## config.mk

```make
export PLATFORM = sky130hd
export DESIGN_NAME = ghost_hit_detector
export DESIGN_NICKNAME = d
export VERILOG_FILES = /design/src/rtl/ghost_hit_detector_pkg.sv /design/src/rtl/ghost_hit_detector_frame_tick_gen.sv /design/src/rtl/ghost_hit_detector.sv
export SDC_FILE = /design/constraint.sdc
export NUM_CORES = 1
export LEC_CHECK = 0
export CAP_MARGIN = 20
export CORE_MARGIN = 2
export CORE_UTILIZATION = 42
export DETAILED_ROUTE_END_ITERATION = 16
export PLACE_DENSITY = 0.81
export SETUP_SLACK_MARGIN = 0.05
export SYNTH_ARGS = -nofsm -noshare
export SYNTH_HDL_FRONTEND = slang
export SYNTH_HIERARCHICAL = 1
export SYNTH_SLANG_ARGS = --single-unit
```

## constraint.sdc

```tcl
create_clock -name clk -period 1.55 [get_ports clk]
set_input_delay 0.2325 -clock clk [delete_from_list [all_inputs] [get_ports clk]]
set_output_delay 0.2325 -clock clk [all_outputs]
set_load 0.01 [all_outputs]
```

## src/rtl/ghost_hit_detector_pkg.sv

```systemverilog
// Shared game constants: visible area, FSM encoding and per-game defaults.
package ghost_hit_detector_pkg;

    localparam int unsigned MAX_X   = 640;
    localparam int unsigned MAX_Y   = 480;
    localparam int unsigned COORD_W = 10;
    localparam int unsigned LIVES_W = 3;
    localparam int unsigned CNT_W   = 8;

    localparam int unsigned LIVES_INIT_DEFAULT    = 3;
    localparam int unsigned INVULN_FRAMES_DEFAULT = 120;
    localparam int unsigned BLINK_BIT_DEFAULT     = 3;

    // Colour key the sprite ROMs treat as see-through when forming ghost_top_on.
    localparam logic [11:0] TRANSPARENT_RGB = 12'hF0F;

    typedef enum logic [1:0] {
        ST_ALIVE     = 2'd0,
        ST_INVULN    = 2'd1,
        ST_GAME_OVER = 2'd2
    } game_state_e;

endpackage

```

## src/rtl/ghost_hit_detector_frame_tick_gen.sv

```systemverilog
// One-clock pulse on entry to vertical blanking, independent of pixel-clock ratio.
module ghost_hit_detector_frame_tick_gen
    import ghost_hit_detector_pkg::*;
#(
    parameter int unsigned BLANK_Y = MAX_Y
) (
    input  logic               clk,
    input  logic               rst_n,
    input  logic [COORD_W-1:0] y_i,
    output logic               frame_tick_c_o
);

    logic vb;
    logic vb_q;

    assign vb = (y_i >= COORD_W'(BLANK_Y));

    // Resets high so releasing reset inside blanking cannot fake a frame edge.
    always_ff @(posedge clk or negedge rst_n) begin
        if (!rst_n) begin
            vb_q <= 1'b1;
        end else begin
            vb_q <= vb;
        end
    end

    assign frame_tick_c_o = vb & ~vb_q;

endmodule

```

## src/rtl/ghost_hit_detector.sv

```systemverilog
// Per-frame ghost/player collision detection with lives, invulnerability blink and game-over.
module ghost_hit_detector
    import ghost_hit_detector_pkg::*;
#(
    parameter int unsigned LIVES_INIT    = LIVES_INIT_DEFAULT,
    parameter int unsigned INVULN_FRAMES = INVULN_FRAMES_DEFAULT,
    parameter int unsigned BLINK_BIT     = BLINK_BIT_DEFAULT
) (
    input  logic               clk,
    input  logic               reset,
    input  logic [COORD_W-1:0] x,
    input  logic [COORD_W-1:0] y,
    input  logic               ghost_top_on,
    input  logic               yoshi_on,
    input  logic               restart,
    output logic [LIVES_W-1:0] lives,
    output logic               hit,
    output logic               invuln,
    output logic               yoshi_visible,
    output logic               game_over
);

    game_state_e        state_q, state_d;
    logic [LIVES_W-1:0] lives_q, lives_d;
    logic [CNT_W-1:0]   cnt_q, cnt_d;
    logic               acc_q, acc_d;
    logic               hit_q, hit_d;
    logic               invuln_q, invuln_d;
    logic               vis_q, vis_d;
    logic               go_q, go_d;
    logic               frame_tick;
    logic               overlap;

    ghost_hit_detector_frame_tick_gen #(
        .BLANK_Y (MAX_Y)
    ) u_tick (
        .clk            (clk),
        .rst_n          (reset),
        .y_i            (y),
        .frame_tick_c_o (frame_tick)
    );

    assign overlap = ghost_top_on & yoshi_on
                   & (x < COORD_W'(MAX_X)) & (y < COORD_W'(MAX_Y));

    // Sticky overlap flag; the tick cycle reads it before it is cleared.
    assign acc_d = (restart | frame_tick) ? 1'b0 : (acc_q | overlap);

    always_comb begin
        state_d = state_q;
        lives_d = lives_q;
        cnt_d   = cnt_q;
        hit_d   = 1'b0;

        if (restart) begin
            state_d = ST_ALIVE;
            lives_d = LIVES_W'(LIVES_INIT);
            cnt_d   = '0;
        end else if (frame_tick) begin
            case (state_q)
                ST_ALIVE: begin
                    if (acc_q) begin
                        hit_d = 1'b1;
                        if (lives_q <= LIVES_W'(1)) begin
                            state_d = ST_GAME_OVER;
                            lives_d = '0;
                        end else begin
                            state_d = ST_INVULN;
                            lives_d = lives_q - LIVES_W'(1);
                            cnt_d   = CNT_W'(INVULN_FRAMES);
                        end
                    end
                end
                ST_INVULN: begin
                    if (cnt_q <= CNT_W'(1)) begin
                        state_d = ST_ALIVE;
                        cnt_d   = '0;
                    end else begin
                        cnt_d = cnt_q - CNT_W'(1);
                    end
                end
                ST_GAME_OVER: begin
                    lives_d = '0;
                end
                default: begin
                    state_d = ST_ALIVE;
                end
            endcase
        end

        invuln_d = (state_d == ST_INVULN);
        go_d     = (state_d == ST_GAME_OVER);
        vis_d    = (state_d == ST_INVULN) ? ~cnt_d[BLINK_BIT] : 1'b1;
    end

    always_ff @(posedge clk or negedge reset) begin
        if (!reset) begin
            state_q  <= ST_ALIVE;
            lives_q  <= LIVES_W'(LIVES_INIT);
            cnt_q    <= '0;
            acc_q    <= 1'b0;
            hit_q    <= 1'b0;
            invuln_q <= 1'b0;
            vis_q    <= 1'b1;
            go_q     <= 1'b0;
        end else begin
            state_q  <= state_d;
            lives_q  <= lives_d;
            cnt_q    <= cnt_d;
            acc_q    <= acc_d;
            hit_q    <= hit_d;
            invuln_q <= invuln_d;
            vis_q    <= vis_d;
            go_q     <= go_d;
        end
    end

    assign lives         = lives_q;
    assign hit           = hit_q;
    assign invuln        = invuln_q;
    assign yoshi_visible = vis_q;
    assign game_over     = go_q;

endmodule

```

==> reports/metrics.cfg <==
[clock_tree]
cts_root_buf=clkbuf_4
max-clock-path-buffers=2
cts_htree_levels=1
clk_pin_slew_ns=0.11
cts_tree=built
cts_sinks=19
hold_buffers=0
insertion_delay_ns=0.31
cts_buffers=3

[route]
firstDrtPassIters=4
drt-initial-drc-count=46
drc=0
wirelength_um=3520
wl_per_cell_um=17.8
antenna_left=0
vias_per_cell=6.10
route.vias.total=1208

[sta]
fin_ws_ns=-0.152
slew_headroom=0.738
period_needed_ns=1.70
clock_skew_ns=0.000898
finalHoldViolations=0
max_freq_ghz=0.587
tightest_slew_ns=0.390
setup_viol=14
setup_tns_ns=-1.42
rsz0062_at_grt=true
post-route-period-util=1.10
drv_slew=0

[cells_and_area]
regArea_um2=480
diodes=0
multi_input_area_um2=816
syn_to_final_growth_pct=63.9
fillers=155
nets=198
drive_gt1_frac=0.488

[die]
core_um2=2520
num_rows=18
die_x_um=56.0
dieHeight_um=56.0
die_area_um2=3130
ios=32
start_util=0.449

[power]
ir_drop_uv=1010
power.density_nw_per_um2=1050
leakagePower_nw=0.809

[synth]
yosysMostFrequentCell=dfrtp_1
yosysTopAreaCell=dfrtp_1
ys_async_sr_fraction=1.00
synth_area_um2=1130
synth.area.top_cells=dfrtp_1 33%, dfstp_2 9.3%, ha_1 4.4%, o31ai_1 3.3%, nor2_1 3.0%
synth_edf_count=0
netlist.area_leader.share=0.331
synth_area_per_cell_um2=9.94
ys_warn_count=6
ys_seq_area_frac=0.424
synth_seq_cells=19
ys.flop_type=dfrtp_1
synth_cells=114
synth_nets=143
synth_commonest_cells=15 x dfrtp_1, 9 x nor2_1, 8 x inv_1
synth.distinct_cells=44

[global_routing]
grt_use_total=0.229
gr-total-overflow=0
antenna_found_initial=0
grt_pass1_wl_um=5600
grt_pass1_vias=1171
grt_max_degree=20

[placed_design]
preCtsSetupSlack_ns=-0.461
io_buffers=19
gp_congestion=0.825
hpwl_um=2220

[worst_setup_path]
critPathArrivalTime_ns=1.91
worst_setup_path_start_kind=flop
cp_max_fo=5
critPathKind=reg -> reg
cp.required_ns=1.76
cp-end-kind=flop

[status]
violations=setup timing
status=complete, but fails checks

[hold_path]
hp-class=in -> async

[flow_run]
drv_cap=0

==> timing repair <==
| item | 4_1_cts | 5_1_grt |
|---|---|---|
| gates resized for setup | 21 | 22 |
| endpoints found under the setup margin | 20 | 18 |
| setup buffers | 5 | 1 |
| pin swaps | 9 | 7 |
==> logic make-up (layout without fill, tap and decap cells) <==
kind of cell | Yosys count | count (layout) | share of synthesized area
multiplexers | 3 | 3 | 0.0287
AO/OA/AOI/OAI | 38 | 38 | 0.263
AND/OR/NAND/NOR | 38 | 38 | 0.194
flip-flops | 19 | 19 | 0.424
adder cells (fa/ha/maj) | 4 | 4 | 0.0442
buffers and inverters | 12 | 66 | 0.0464
==> power breakdown <==
group	internal (mW)	leakage, nW	switching (mW)
sequential	0.575	0.248	0.0532
clock	0.0966	0.0177	0.167
combinational	0.539	0.543	0.516
total	1.21	0.809	0.737
==> sequential cells by signal, indices dropped and copies added, names as in the netlist <==
register	flops
game_over	1
lives	3
u_tick/vb_q	1
state_q	2
yoshi_visible	1
invuln	1
acc_q	1
cnt_q	8
hit	1
==> worst max-delay path, stage by stage, from the launching register on <==
cell	delay [ns]
dfstp_2	0.59
ha_4	0.14
o21ba_4	0.18
buf_4	0.15
o2bb2ai_4	0.19
nor2_1	0.07
a221o_1	0.29
==> layout make-up <==
| cell class | instances | share of cell area |
|---|---|---|
| well taps | 30 | 0.0202 |
| multi-input cells | 83 | 0.439 |
| inverters | 8 | 0.0162 |
| clock buffers | 3 | 0.0121 |
| clock inverters | 1 | 0.00269 |
| repair buffers | 54 | 0.251 |
| flip-flops and latches | 19 | 0.259 |
==> path summary, 6_finish.rpt <==
kind	start	end	slack [ns]	cells after the start
min in group clk	y[6]	u_tick/vb_q	0.53	2
hold reg to reg	state_q[1]	state_q[1]	0.61	2
max in group asynchronous	reset	lives[0]	1.05	2
hold / removal	reset	invuln	0.24	2
setup / recovery	lives[0]	lives[2]	-0.15	6
setup reg to reg	lives[0]	lives[2]	-0.15	6
==> per-layer routing <==
| layer | global-route usage | wire (um) |
|---|---|---|
| met1 | 0.294 | 1370 |
| met2 | 0.383 | 1850 |
| met3 | 0.0326 | 177 |
| met4 | 0.105 | 118 |
| met5 | 0 | 0 |
==> metrics by stage <==
step / total power, mW / utilization / instance area (um^2) / hold slack, ns / instances
3_5_place_dp: 1.41 / 0.638 / 1610 / 0.585 / 188
2_1_floorplan: 1.07 / - / 1190 / -0.0631 / 114
6_report: 1.95 / 0.737 / 1860 / 0.237 / 198
4_1_cts: 1.78 / 0.697 / 1760 / 0.236 / 197
5_1_grt: 2.05 / 0.737 / 1860 / 0.297 / 198
3_3_place_gp: 1.37 / 0.638 / 1610 / 0.569 / 188
==> cells in the final DEF (no fill, tap or decap), types with 3 or more instances in the layout <==
cell type / synthesis / routed
ha_4: 0 / 3
o31ai_1: 5 / 5
inv_1: 8 / 6
nor3_1: 5 / 3
a22o_1: 3 / 3
nand2_1: 4 / 3
dfstp_2: 4 / 4
dfrtp_1: 15 / 15
buf_6: 1 / 4
clkdlybuf4s50_1: 0 / 15
buf_4: 0 / 31
nor2_1: 9 / 8
clkbuf_4: 0 / 3
o21a_1: 3 / 3
Note: power is estimated with default switching activity, not from simulation.
